--- config.mk ---
export PLATFORM = sky130hd
export DESIGN_NAME = palette_converter
export DESIGN_NICKNAME = d
export VERILOG_FILES = /design/src/rtl/palette_pkg.sv /design/src/rtl/palette_ram.sv /design/src/rtl/palette_converter.sv
export SDC_FILE = /design/constraint.sdc
export NUM_CORES = 1
export LEC_CHECK = 0
export CAP_MARGIN = 30
export CORE_ASPECT_RATIO = 0.8
export CORE_MARGIN = 3
export CORE_UTILIZATION = 50
export CTS_BUF_LIST = sky130_fd_sc_hd__clkbuf_4
export DETAILED_ROUTE_END_ITERATION = 16
export GPL_TIMING_DRIVEN = 0
export PLACE_DENSITY = 0.76
export SYNTH_ARGS = -nofsm -noshare
export SYNTH_HDL_FRONTEND = slang
export SYNTH_HIERARCHICAL = 1
export SYNTH_SLANG_ARGS = --single-unit
--- constraint.sdc ---
create_clock -name clk -period 1.7 [get_ports clk]
set_input_delay 0.34 -clock clk [delete_from_list [all_inputs] [get_ports clk]]
set_output_delay 0.34 -clock clk [all_outputs]
set_load 0.01 [all_outputs]
--- src/rtl/palette_pkg.sv ---
// Shared constants and helpers for the palette converter.
// The base colour table is stored as 3-bit channel masks (bit CH_B/CH_G/CH_R);
// default_entry() expands a mask into a full-width reset value.
package palette_pkg;

  localparam int CH_R = 2;
  localparam int CH_G = 1;
  localparam int CH_B = 0;

  localparam int NUM_BASE    = 8;
  // Widest entry default_entry() can build; callers slice the low bits.
  localparam int MAX_ENTRY_W = 1024;

  // Entry i: mask bit CH_x set means channel x is all-ones.
  // black, blue, green, cyan, red, magenta, yellow, white.
  localparam logic [NUM_BASE-1:0][2:0] DEFAULT_PALETTE = {
    3'b111, 3'b110, 3'b101, 3'b100, 3'b011, 3'b010, 3'b001, 3'b000
  };

  // Reset value of palette entry idx; extra channels and entries >= 8 are zero.
  function automatic logic [MAX_ENTRY_W-1:0] default_entry(input int idx,
                                                          input int chan_w,
                                                          input int num_chan);
    logic [MAX_ENTRY_W-1:0] ones;
    logic [MAX_ENTRY_W-1:0] v;
    logic [2:0]             mask;
    v    = '0;
    mask = '0;
    ones = (MAX_ENTRY_W'(1) << chan_w) - MAX_ENTRY_W'(1);
    if (idx >= 0 && idx < NUM_BASE) begin
      mask = DEFAULT_PALETTE[idx[2:0]];
      if (mask[CH_B] && num_chan > CH_B) v = v | (ones << (CH_B * chan_w));
      if (mask[CH_G] && num_chan > CH_G) v = v | (ones << (CH_G * chan_w));
      if (mask[CH_R] && num_chan > CH_R) v = v | (ones << (CH_R * chan_w));
    end
    return v;
  endfunction

endpackage

--- src/rtl/palette_ram.sv ---
// Register-based palette: async reset load of the default table, one write
// port, combinational read with write-through when the write hits the read index.
module palette_ram
  import palette_pkg::*;
#(
  parameter int INDEX_W  = 3,
  parameter int CHAN_W   = 8,
  parameter int NUM_CHAN = 3
) (
  input  logic                       clk,
  input  logic                       rst_n,
  input  logic                       wr_en_i,
  input  logic [INDEX_W-1:0]         wr_addr_i,
  input  logic [NUM_CHAN*CHAN_W-1:0] wr_data_i,
  input  logic [INDEX_W-1:0]         rd_addr_i,
  output logic [NUM_CHAN*CHAN_W-1:0] rd_data_o
);

  localparam int DEPTH  = 2 ** INDEX_W;
  localparam int DATA_W = NUM_CHAN * CHAN_W;

  logic [DATA_W-1:0] entry_w [DEPTH];

  generate
    for (genvar gi = 0; gi < DEPTH; gi++) begin : g_entry
      localparam logic [MAX_ENTRY_W-1:0] RST_FULL = default_entry(gi, CHAN_W, NUM_CHAN);
      localparam logic [DATA_W-1:0]      RST_VAL  = RST_FULL[DATA_W-1:0];

      logic [DATA_W-1:0] entry_q;

      // One palette entry: restore default on reset, take write data on address hit.
      always_ff @(posedge clk or negedge rst_n) begin
        if (!rst_n) begin
          entry_q <= RST_VAL;
        end else if (wr_en_i && wr_addr_i == INDEX_W'(gi)) begin
          entry_q <= wr_data_i;
        end
      end

      assign entry_w[gi] = entry_q;
    end
  endgenerate

  // Read mux; a same-cycle write to the read index is forwarded.
  always_comb begin
    rd_data_o = entry_w[rd_addr_i];
    if (wr_en_i && wr_addr_i == rd_addr_i) begin
      rd_data_o = wr_data_i;
    end
  end

endmodule

--- src/rtl/palette_converter.sv ---
// Colour-index to RGB lookup with valid/ready streaming and a writable palette.
// Optional macro PALETTE_BRIGHTNESS_EN adds a brightness input and a second
// pipeline stage that scales each channel by (brightness + 1) / 2**CHAN_W.
module palette_converter
  import palette_pkg::*;
#(
  parameter int INDEX_W  = 3,
  parameter int CHAN_W   = 8,
  parameter int NUM_CHAN = 3
) (
  input  logic                       clk,
  input  logic                       rst_n,
  input  logic                       enable,
  input  logic                       in_valid,
  output logic                       in_ready,
  input  logic [INDEX_W-1:0]         colour,
`ifdef PALETTE_BRIGHTNESS_EN
  input  logic [CHAN_W-1:0]          brightness,
`endif
  output logic                       out_valid,
  input  logic                       out_ready,
  output logic [NUM_CHAN*CHAN_W-1:0] rgb,
  input  logic                       wr_en,
  input  logic [INDEX_W-1:0]         wr_addr,
  input  logic [NUM_CHAN*CHAN_W-1:0] wr_data
);

  localparam int DATA_W = NUM_CHAN * CHAN_W;

  logic              adv;
  logic [DATA_W-1:0] rd_data;
  logic              out_valid_q, out_valid_d;
  logic [DATA_W-1:0] rgb_q, rgb_d;

  palette_ram #(
    .INDEX_W  (INDEX_W),
    .CHAN_W   (CHAN_W),
    .NUM_CHAN (NUM_CHAN)
  ) u_ram (
    .clk       (clk),
    .rst_n     (rst_n),
    .wr_en_i   (wr_en),
    .wr_addr_i (wr_addr),
    .wr_data_i (wr_data),
    .rd_addr_i (colour),
    .rd_data_o (rd_data)
  );

  // Only the output-stage stall gates acceptance; in_valid never feeds in_ready.
  assign adv       = enable & (~out_valid_q | out_ready);
  assign in_ready  = adv;
  assign out_valid = out_valid_q;
  assign rgb       = rgb_q;

`ifdef PALETTE_BRIGHTNESS_EN
  logic              s1_valid_q, s1_valid_d;
  logic [DATA_W-1:0] s1_data_q, s1_data_d;
  logic [CHAN_W-1:0] s1_bright_q, s1_bright_d;
  logic [DATA_W-1:0] scaled;

  generate
    for (genvar gi = 0; gi < NUM_CHAN; gi++) begin : g_scale
      logic [2*CHAN_W:0] prod;
      logic              unused_prod_msb;
      // Full-width product; the >> CHAN_W result always fits in CHAN_W bits.
      assign prod = (2*CHAN_W+1)'(s1_data_q[gi*CHAN_W +: CHAN_W]) *
                    (2*CHAN_W+1)'({1'b0, s1_bright_q} + (CHAN_W+1)'(1));
      assign scaled[gi*CHAN_W +: CHAN_W] = prod[2*CHAN_W-1:CHAN_W];
      assign unused_prod_msb = prod[2*CHAN_W];
    end
  endgenerate

  // Next state: both stages move together on adv.
  always_comb begin
    s1_valid_d  = s1_valid_q;
    s1_data_d   = s1_data_q;
    s1_bright_d = s1_bright_q;
    out_valid_d = out_valid_q;
    rgb_d       = rgb_q;
    if (adv) begin
      s1_valid_d  = in_valid;
      out_valid_d = s1_valid_q;
      if (in_valid) begin
        s1_data_d   = rd_data;
        s1_bright_d = brightness;
      end
      if (s1_valid_q) begin
        rgb_d = scaled;
      end
    end
  end

  // Stage-1 and output registers.
  always_ff @(posedge clk or negedge rst_n) begin
    if (!rst_n) begin
      s1_valid_q  <= 1'b0;
      s1_data_q   <= '0;
      s1_bright_q <= '0;
      out_valid_q <= 1'b0;
      rgb_q       <= '0;
    end else begin
      s1_valid_q  <= s1_valid_d;
      s1_data_q   <= s1_data_d;
      s1_bright_q <= s1_bright_d;
      out_valid_q <= out_valid_d;
      rgb_q       <= rgb_d;
    end
  end
`else
  // Next state: load on accepted request, drop valid on an idle advance.
  always_comb begin
    out_valid_d = out_valid_q;
    rgb_d       = rgb_q;
    if (adv) begin
      out_valid_d = in_valid;
      if (in_valid) begin
        rgb_d = rd_data;
      end
    end
  end

  // Output register.
  always_ff @(posedge clk or negedge rst_n) begin
    if (!rst_n) begin
      out_valid_q <= 1'b0;
      rgb_q       <= '0;
    end else begin
      out_valid_q <= out_valid_d;
      rgb_q       <= rgb_d;
    end
  end
`endif

endmodule

# == Yosys cells after proc, flatten, opt, wreduce, memory -nomap -nowiden ==
# Cells that the tools add are included.
# totals
input_bits,36
register_bits,217
wordCells,38
# classes
n_reduce_logical,11
mux,4
n_bitwise,4
order_cmp,1
n_eq_ne,8
# ops
cell,n
binary-select mux 24 bit (select 3 bit),1
two-way mux 24 bit,3
"== test 3 bit, second input constant",4
logical AND 1 bit,9
"== test 3 x 2 -> 1 bit, second input constant",2
">= comparator 4 bit, second input constant",1
inverter 3 -> 4 bit,1
"== test 3 x 1 -> 1 bit, second input constant",1
== test 3 bit,1
zero test 3 bit,1
AND reduction 2 bit,1
AND 1 bit,1
inverter 1 bit,1
OR 1 bit,1

# == Logic depth before layout (Yosys ltp) ==
# Gate-level depths: netlist of run 1.
# logic_depth
word_depth,5
mapped_depth,7
ltp_nobuf,4

# == Cells and area by module ==
# The synthesis of run 1 kept the hierarchy.
# by_module_without_submodules
mod,instances,cells_each,area_each_um2,seq_area_each_um2
palette_ram,1,530,9063.7,4924.7
palette_converter,1,58,960.9,625.6

# == Least setup slack after synthesis of run 1 ==
# OpenSTA, ideal clock, no wires.
# synth_path
path_type,in2reg
from,in colour[0]
to,"reg rgb_q[22], in the netlist rgb[22]"
stages,6
path_buffers,2
required_ns,1.573
setup_ns,0.127
t_arrival_ns,2.013
path_slack_ns,-0.440
path_cell_list,buf_6 buf_2 mux4_2 mux2_2 mux2_2 mux2_1
# synth_via
elab_chain_len,5
word_cells_on_any_way,7
cone_classes,eq/ne (1); mux (4); bitwise (1); reduce/logical (1)
# synth_lines
item,line_no,text
from (decl),palette_converter.sv:16,"input logic [INDEX_W-1:0] colour,"
inverter 3 -> 4 bit (implied by the code),palette_ram.sv:46,rd_data_o = entry_w[rd_addr_i];
binary-select mux 24 bit (select 3 bit),palette_ram.sv:46,
two-way mux 24 bit (implied by the code) (2 in a row),palette_ram.sv:46,
two-way mux 24 bit *,palette_ram.sv:47,if (wr_en_i && wr_addr_i == rd_addr_i) begin
named net rd_data[22],palette_converter.sv:31,logic [DATA_W-1:0] rd_data;
to (signal assigned),palette_converter.sv:129,rgb_q <= rgb_d;
to (decl),palette_converter.sv:33,"logic [DATA_W-1:0] rgb_q, rgb_d;"
# The timed path passes the listed nets; every way through them passes the cells marked *. The select of a mux whose other input is x is not followed.
# A chain may end at the register's enable or synchronous reset.

# == Worst setup path after layout of run 1 ==
# layout_path
from,reg u_ram.g_entry[6].entry_q[2]
to,"reg rgb_q[2], in the netlist rgb[2]"
# layout_via
elab_chain_len,4
# layout_lines
item,line_no,text
from (decl),palette_ram.sv:29,logic [DATA_W-1:0] entry_q;
from (signal assigned),palette_ram.sv:36,entry_q <= wr_data_i;
binary-select mux 24 bit (select 3 bit),palette_ram.sv:46,
two-way mux 24 bit (implied by the code) (2 in a row),palette_ram.sv:46,
two-way mux 24 bit,palette_ram.sv:47,
named net rd_data[2],palette_converter.sv:31,
# The timed path passes the listed nets, and every way through them passes these cells. The select of a mux whose other input is x is not followed.

==> results of run 1 <==
-- cell usage in the layout, fill, tap and decap left out, drive strengths merged --
cell type	n
a21boi	1
a21oi	1
buf	47
clkbuf	102
clkdlybuf4s15	24
clkdlybuf4s50	27
clkinv	11
dfrtp	121
dfstp	96
dlygate4sd3	1
inv	1
mux2	264
mux4	48
nand2	5
nand2b	1
nand4	2
nand4b	3
nor3	2
nor3b	2
xnor2	3
-- critical path, stage by stage, from the launching register on --
cell and delay, ns:
dfrtp_1 0.38, mux4_2 0.47, mux2_4 0.27, mux2_4 0.28, mux2_4 0.26
-- kinds of logic (layout without fill, tap and decap cells) --
group	count (synthesis)	count (layout)	synth area share, %
AOI/OAI and AO/OA	2	2	0.237
xor gates and xnor gates	3	3	0.262
buffers and inverters	39	213	2.28
DFF	217	217	55.4
muxes	312	312	40.8
and+or+nand+nor	15	15	1.04
-- through the flow --
stage / setup WS [ns] / util, %
after global placement: -7.96 / 57.1
after detailed placement: -0.790 / 57.2
after CTS: -0.0820 / 61.9
after floorplan: -0.357 / -
after global routing: -0.117 / 62.3
final: -0.0897 / 62.3
-- power breakdown --
group | leakage (uW) | internal, uW | switching [uW] | total, uW
clock | 0.000438 | 2380 | 2080 | 4460
sequential | 0.00246 | 6790 | 637 | 7420
combinational | 0.00220 | 2440 | 1220 | 3660
-- synth_stat cells, drive strengths merged --
library cell	n	area, um2
dfrtp	121	3030
a21boi	1	7.51
mux4	48	1080
nor3	2	15.0
mux2	264	3010
nand2	5	18.8
nand4b	3	26.3
nor3b	2	25.0
dfstp	96	2520
buf	26	180
xnor2	3	26.3
nand4	2	12.5
inv	1	3.75
a21oi	1	16.3
nand2b	1	6.26
clkbuf	12	45.0
-- final cells by class --
type                    instances  area (um2)
multi-input cells             332        4470
clock buffers                  90         676
inverters                       1        3.75
clock inverters                11        45.0
repair buffers                 73         712
flip-flops and latches        217        5550
fillers                      1395        7280
well taps                     258         323
plain buffers                  38         256
-- path summary, 6_finish.rpt --
| check | to | cells past startpoint | from | slack [ns] |
|---|---|---|---|---|
| hold reg to reg | u_ram/g_entry[2].entry_q[4] | 1 | u_ram/g_entry[2].entry_q[4] | 0.50 |
| max in group asynchronous | u_ram/g_entry[5].entry_q[9] | 3 | rst_n | 0.39 |
| min in group clk | u_ram/g_entry[0].entry_q[23] | 3 | wr_addr[1] | 0.32 |
| setup / recovery | rgb[2] | 4 | u_ram/g_entry[6].entry_q[2] | -0.09 |
| setup reg to reg | rgb[2] | 4 | u_ram/g_entry[6].entry_q[2] | -0.09 |
| hold / removal | u_ram/g_entry[0].entry_q[21] | 2 | rst_n | 0.26 |
-- per-layer routing --
layer / share of wire, % / wire length, um / up-vias
met5: 0 / 0 / -
met2: 48 / 10500 / 129
li1: - / - / 2515
met3: 4.3 / 949 / 38
met1: 46 / 10100 / 3092
met4: 1.6 / 351 / 0
-- sequential cells by signal, indices dropped and copies added (netlist names) --
register and flops:
out_valid 1, rgb 24, u_ram/g_entry.entry_q 192
-- timing repair --
| item | in CTS | in global routing |
|---|---|---|
| endpoints found under the hold margin | 48 | 0 |
| pin swaps | 1 | 0 |
| setup endpoints to repair | 50 | 26 |
| buffers inserted | 11 | 6 |
| hold buffers | 1 | 0 |
| resized for setup | 86 | 10 |
==> flow_summary.ini, run 1 <==
[global_route]
grt_antenna_before_repair = 0
grt_overflow_total = 0
wire_length_of_the_first_global_routing_pass_mm = 35.2
grt_start_max_net_pins = 137
grtUsageMet3_pct = 3.85
grtUsageMet2_pct = 32.6
grt_pass1_vias = 6503
grt.total_usage_pct = 20.8
global_route.peak_usage_layer = met2
gr-usage-met1_pct = 29.7

[finish]
syn_to_final_growth_pct = 20.1
diodes = 0
nNetsFinal = 755
drive_gt1_share_pct = 73.1
final_cell_count_no_fill = 1020
design_area_um2 = 12000

[route]
per_cell_routed_wire_length_um = 21.5
length_of_the_first_detailed_routing_pass_in_iterations = 4
via_count = 5774
detail_route.vias_per_cell = 5.66
drt_first_iter_violations = 321
drtAntennaViolNets = 0
drt_wl_total_mm = 21.9
remaining_drc_errors = 0

[synth]
yosysSeqAreaShare_pct = 55.4
syn_avg_cell_area_um2 = 17.0
postSynthNetCount = 624
synth_warnings = 6
synth.lib_cells_used.distinct = 23
postSynthRegisterBits = 217
syn_inst = 588
synthesis.area_um2 = 10000

[clocking]
cts_root_buf = clkbuf_4
cts_max_path_buffers = 3
cts-htree-levels = 2
cts_sinks = 217
worst_skew_pair.late_latency_ns = 0.65
tritoncts.num_buffers = 56
reg_clk_slew_reported_paths_ns = 0.06
tritoncts = yes

[critical_path]
critical_path.endpoint_type = register
required_ns = 2.22
critPathLaunchType = register
worst-path-max-fanout = 2
worstPathArrival_ns = 2.31
worst-setup-path-type = reg2reg

[hold_path]
timing.hold.worst.class = in2async

[placed_design]
dpl.cell_count = 901
placed_area_um2 = 11100
io_buffer_count = 54
gp_congestion = 0.782
dp_hpwl_mm = 13.5

[run]
cap_viol_max_count = 0

[sta]
hold-worst-slack_ns = 0.264
finalClockSkew_ns = 0.0190
period_minus_slack_ns = 1.79
final_min_period_over_clock_period_pct = 105
setup_viol = 24
max-slew-margin-rel_pct = 40.4
finalHoldViolations = 0
timing.final.max_slew_violations = 0
layout_setup_ws_ns = -0.0897
max_freq_mhz = 559
fin_setup_tns_ns = -1.06
worst_pin_slew_ns = 0.895
rsz_0062_raised_after_global_routing = true

[power]
post_layout_power_uw = 15600
worst_supply_voltage_drop_on_vdd_uv = 564
power.leakage_uw = 0.00510
power.density_cell_area_nw_per_um2 = 1290

[floorplanning]
count_of_boundary_i_o_pins = 62
core_area_um2 = 19300
die-height_um = 133
fp.dieArea_um2 = 21800
floorplan.initialDensity_pct = 51.9
num_rows = 45
die-width_um = 164

[outcome]
outcome = finished with violations
failing_checks = negative setup slack
(Power assumes the default switching activity.)
==> run 2: changes to the inputs <==
--- a/config.mk
+++ b/config.mk
@@ -13,6 +13,7 @@
 export DETAILED_ROUTE_END_ITERATION = 16
 export GPL_TIMING_DRIVEN = 0
 export PLACE_DENSITY = 0.76
+export REMOVE_ABC_BUFFERS = 1
 export SYNTH_ARGS = -nofsm -noshare
 export SYNTH_HDL_FRONTEND = slang
 export SYNTH_HIERARCHICAL = 1
==> run 2 against run 1 <==
Net effect:
- the run still ends with negative setup slack left
- global-route usage shrank 0.56 points
- critical path depth is the same
- clock skew grew 0.0069 ns
- sequential cell count is the same
- maximum frequency grew 0.24%
- critical path type unchanged
==> flow_summary.ini, run 2 (same netlist as run 1, synthesis figures left out) <==
[outcome]
outcome = finished with violations
failing_checks = negative setup slack

[finish]
design_area_um2 = 12200
layout.cells.most_common_list = 217 x mux2_2, 121 x dfrtp_1, 96 x dfstp_2, 84 x clkbuf_4, 48 x mux4_2
share_of_the_core_filled_with_cells_in_the_final_layout_pct = 63.1
most_common_cell_after_layout_fill_and_taps_aside = mux2_2
largest_reg_flops = 192
diodes = 0
syn_to_final_growth_pct = 21.6
registers.top_by_ff_count = u_ram/g_entry.entry_q
drive_gt1_share_pct = 73.2
nNetsFinal = 750

[sta]
layout_setup_ws_ns = -0.0855
finalHoldViolations = 0
timing.final.max_slew_violations = 0
max-slew-margin-rel_pct = 42.7
max_freq_mhz = 560
fin_setup_tns_ns = -1.13
finalClockSkew_ns = 0.0259
worst_pin_slew_ns = 0.859
setup_viol = 24
final_min_period_over_clock_period_pct = 105
rsz_0062_raised_after_global_routing = true
period_minus_slack_ns = 1.79

[power]
power.switching_fraction_pct = 25.2
power.density_cell_area_nw_per_um2 = 1250
worst_supply_voltage_drop_on_vdd_uv = 694
p_comb_share_pct = 23.5
power.leakage_uw = 0.00516
power_report.internal_total_uw = 11400
seq_power_share_pct = 48.8
power_frac_clock_pct = 27.7
post_layout_power_uw = 15200
switching_power_uw = 3830

[clocking]
cts_sinks = 217
cts_max_path_buffers = 3
reg_clk_slew_reported_paths_ns = 0.07
worst_skew_pair.late_latency_ns = 0.66
tritoncts.num_buffers = 52
cts-htree-levels = 2
tritoncts = yes
cts_root_buf = clkbuf_4

[route]
per_cell_routed_wire_length_um = 21.2
drtAntennaViolNets = 0
remaining_drc_errors = 0
detail_route.vias_per_cell = 5.60
length_of_the_first_detailed_routing_pass_in_iterations = 4
drt_first_iter_violations = 255
via_count = 5688
drt_wl_total_mm = 21.6

[critical_path]
crit_path_max_incr_delay_ns = 0.45
regToRegSetupSlack_ns = -0.09
critical_path.most_common_cell = mux2_4
timing.critical_path.slowest_stage_cell = mux4_2
critPathLaunchType = register
regToRegEndpoint = rgb[0]
worstPathArrival_ns = 2.31
critical_path.endpoint_type = register
cp_num_buf_inv = 0
worst-setup-path-type = reg2reg
r2r-start = u_ram/g_entry[0].entry_q[0]
ff2ff_path_depth = 4
critPathTopFamily = multiplexers
worst-path-max-fanout = 2
required_ns = 2.22
critical_path.cell_chain = mux4_2 -> mux2_4 -> mux2_4 -> mux2_4
timing.critical_path.depth = 4

[global_route]
grtUsageMet3_pct = 4.35
grtUsageMet2_pct = 34.2
grt_pass1_vias = 6440
gr-usage-met1_pct = 26.7
grt_overflow_total = 0
grt_start_max_net_pins = 114
wire_length_of_the_first_global_routing_pass_mm = 34.7
grt_antenna_before_repair = 0
global_route.peak_usage_layer = met2
grt.total_usage_pct = 20.3

[floorplanning]
floorplan.initialDensity_pct = 51.9
fp.dieArea_um2 = 21800
die-height_um = 133
num_rows = 45
die-width_um = 164
core_area_um2 = 19300
count_of_boundary_i_o_pins = 62

[placed_design]
io_buffer_count = 61
placed_area_um2 = 11100
pre_cts_slack_ns = -1.37
gp_congestion = 0.714
dp_hpwl_mm = 13.5

[run]
cap_viol_max_count = 0

[hold_path]
timing.hold.worst.class = in2async
[run 2: cell count changes in the layout (fill, tap and decap cells not counted), moves of 3 or more]
cell             before  now
clkinv_2              3    0
clkinv_1              8   13
mux2_2              202  217
buf_2                12    1
clkdlybuf4s15_1      23   19
buf_16                1    5
clkbuf_1              9    0
buf_8                 2   11
clkbuf_4             90   84
buf_4                22   25
mux2_4               62   47
[run 2: routing by layer]
| layer | share of wire [%] | up-vias |
|---|---|---|
| li1 | - | 2502 |
| met1 | 43 | 3037 |
| met2 | 51 | 119 |
| met3 | 4.4 | 30 |
| met4 | 1.4 | 0 |
| met5 | 0 | - |
[run 2: worst reg2reg max path, delay by kind of cell, from the launching register on]
family	cells	cell delay, ns
DFF	1	0.38
muxes	4	1.27
[run 2: cell type report]
class	count	area (um2)
timing repair buffer	110	1220
sequential	217	5550
clock buffer	83	623
clock inverter	15	56.3
multi-input combinational	332	4410
fill	1354	7120
tap	258	323
inverter	1	3.75
[run 2: how the worst max path moves through the flow]
stage                                      start                            to  slack, ns
global route         u_ram/g_entry[0].entry_q[0]                        rgb[0]      -0.13
global placement                           rst_n  u_ram/g_entry[2].entry_q[17]      -7.86
finish               u_ram/g_entry[0].entry_q[0]                        rgb[0]      -0.09
floorplan                             wr_addr[0]   u_ram/g_entry[4].entry_q[0]      -0.92
CTS                 u_ram/g_entry[3].entry_q[21]                       rgb[21]      -0.07
detailed placement                    wr_addr[1]                        rgb[0]      -1.37
[run 2: timing repair]
action | CTS | global route
setup endpoints to repair | 171 | 38
pin swaps | 9 | 0
buffers inserted | 21 | 5
gates resized for setup | 79 | 20
hold buffers | 1 | 0
hold endpoints to repair | 64 | 0
cloned | 0 | 1
[run 2: through the flow]
stage               hold WS [ns]  std cells
floorplan                 0.0444        550
global placement           0.474        869
detailed placement         0.471        890
CTS                        0.283       1010
global route               0.288       1016
finish                     0.325       1016
[run 2: power by group through the flow]
stage / Combinational (uW) / Clock [uW] / Sequential (uW)
2_1_floorplan: 2070 / 0 / 7400
3_3_place_gp: 3260 / 0 / 7360
3_5_place_dp: 3410 / 0 / 7500
4_1_cts: 3540 / 4370 / 7410
5_1_grt: 3850 / 4670 / 7560
6_report: 3570 / 4210 / 7410
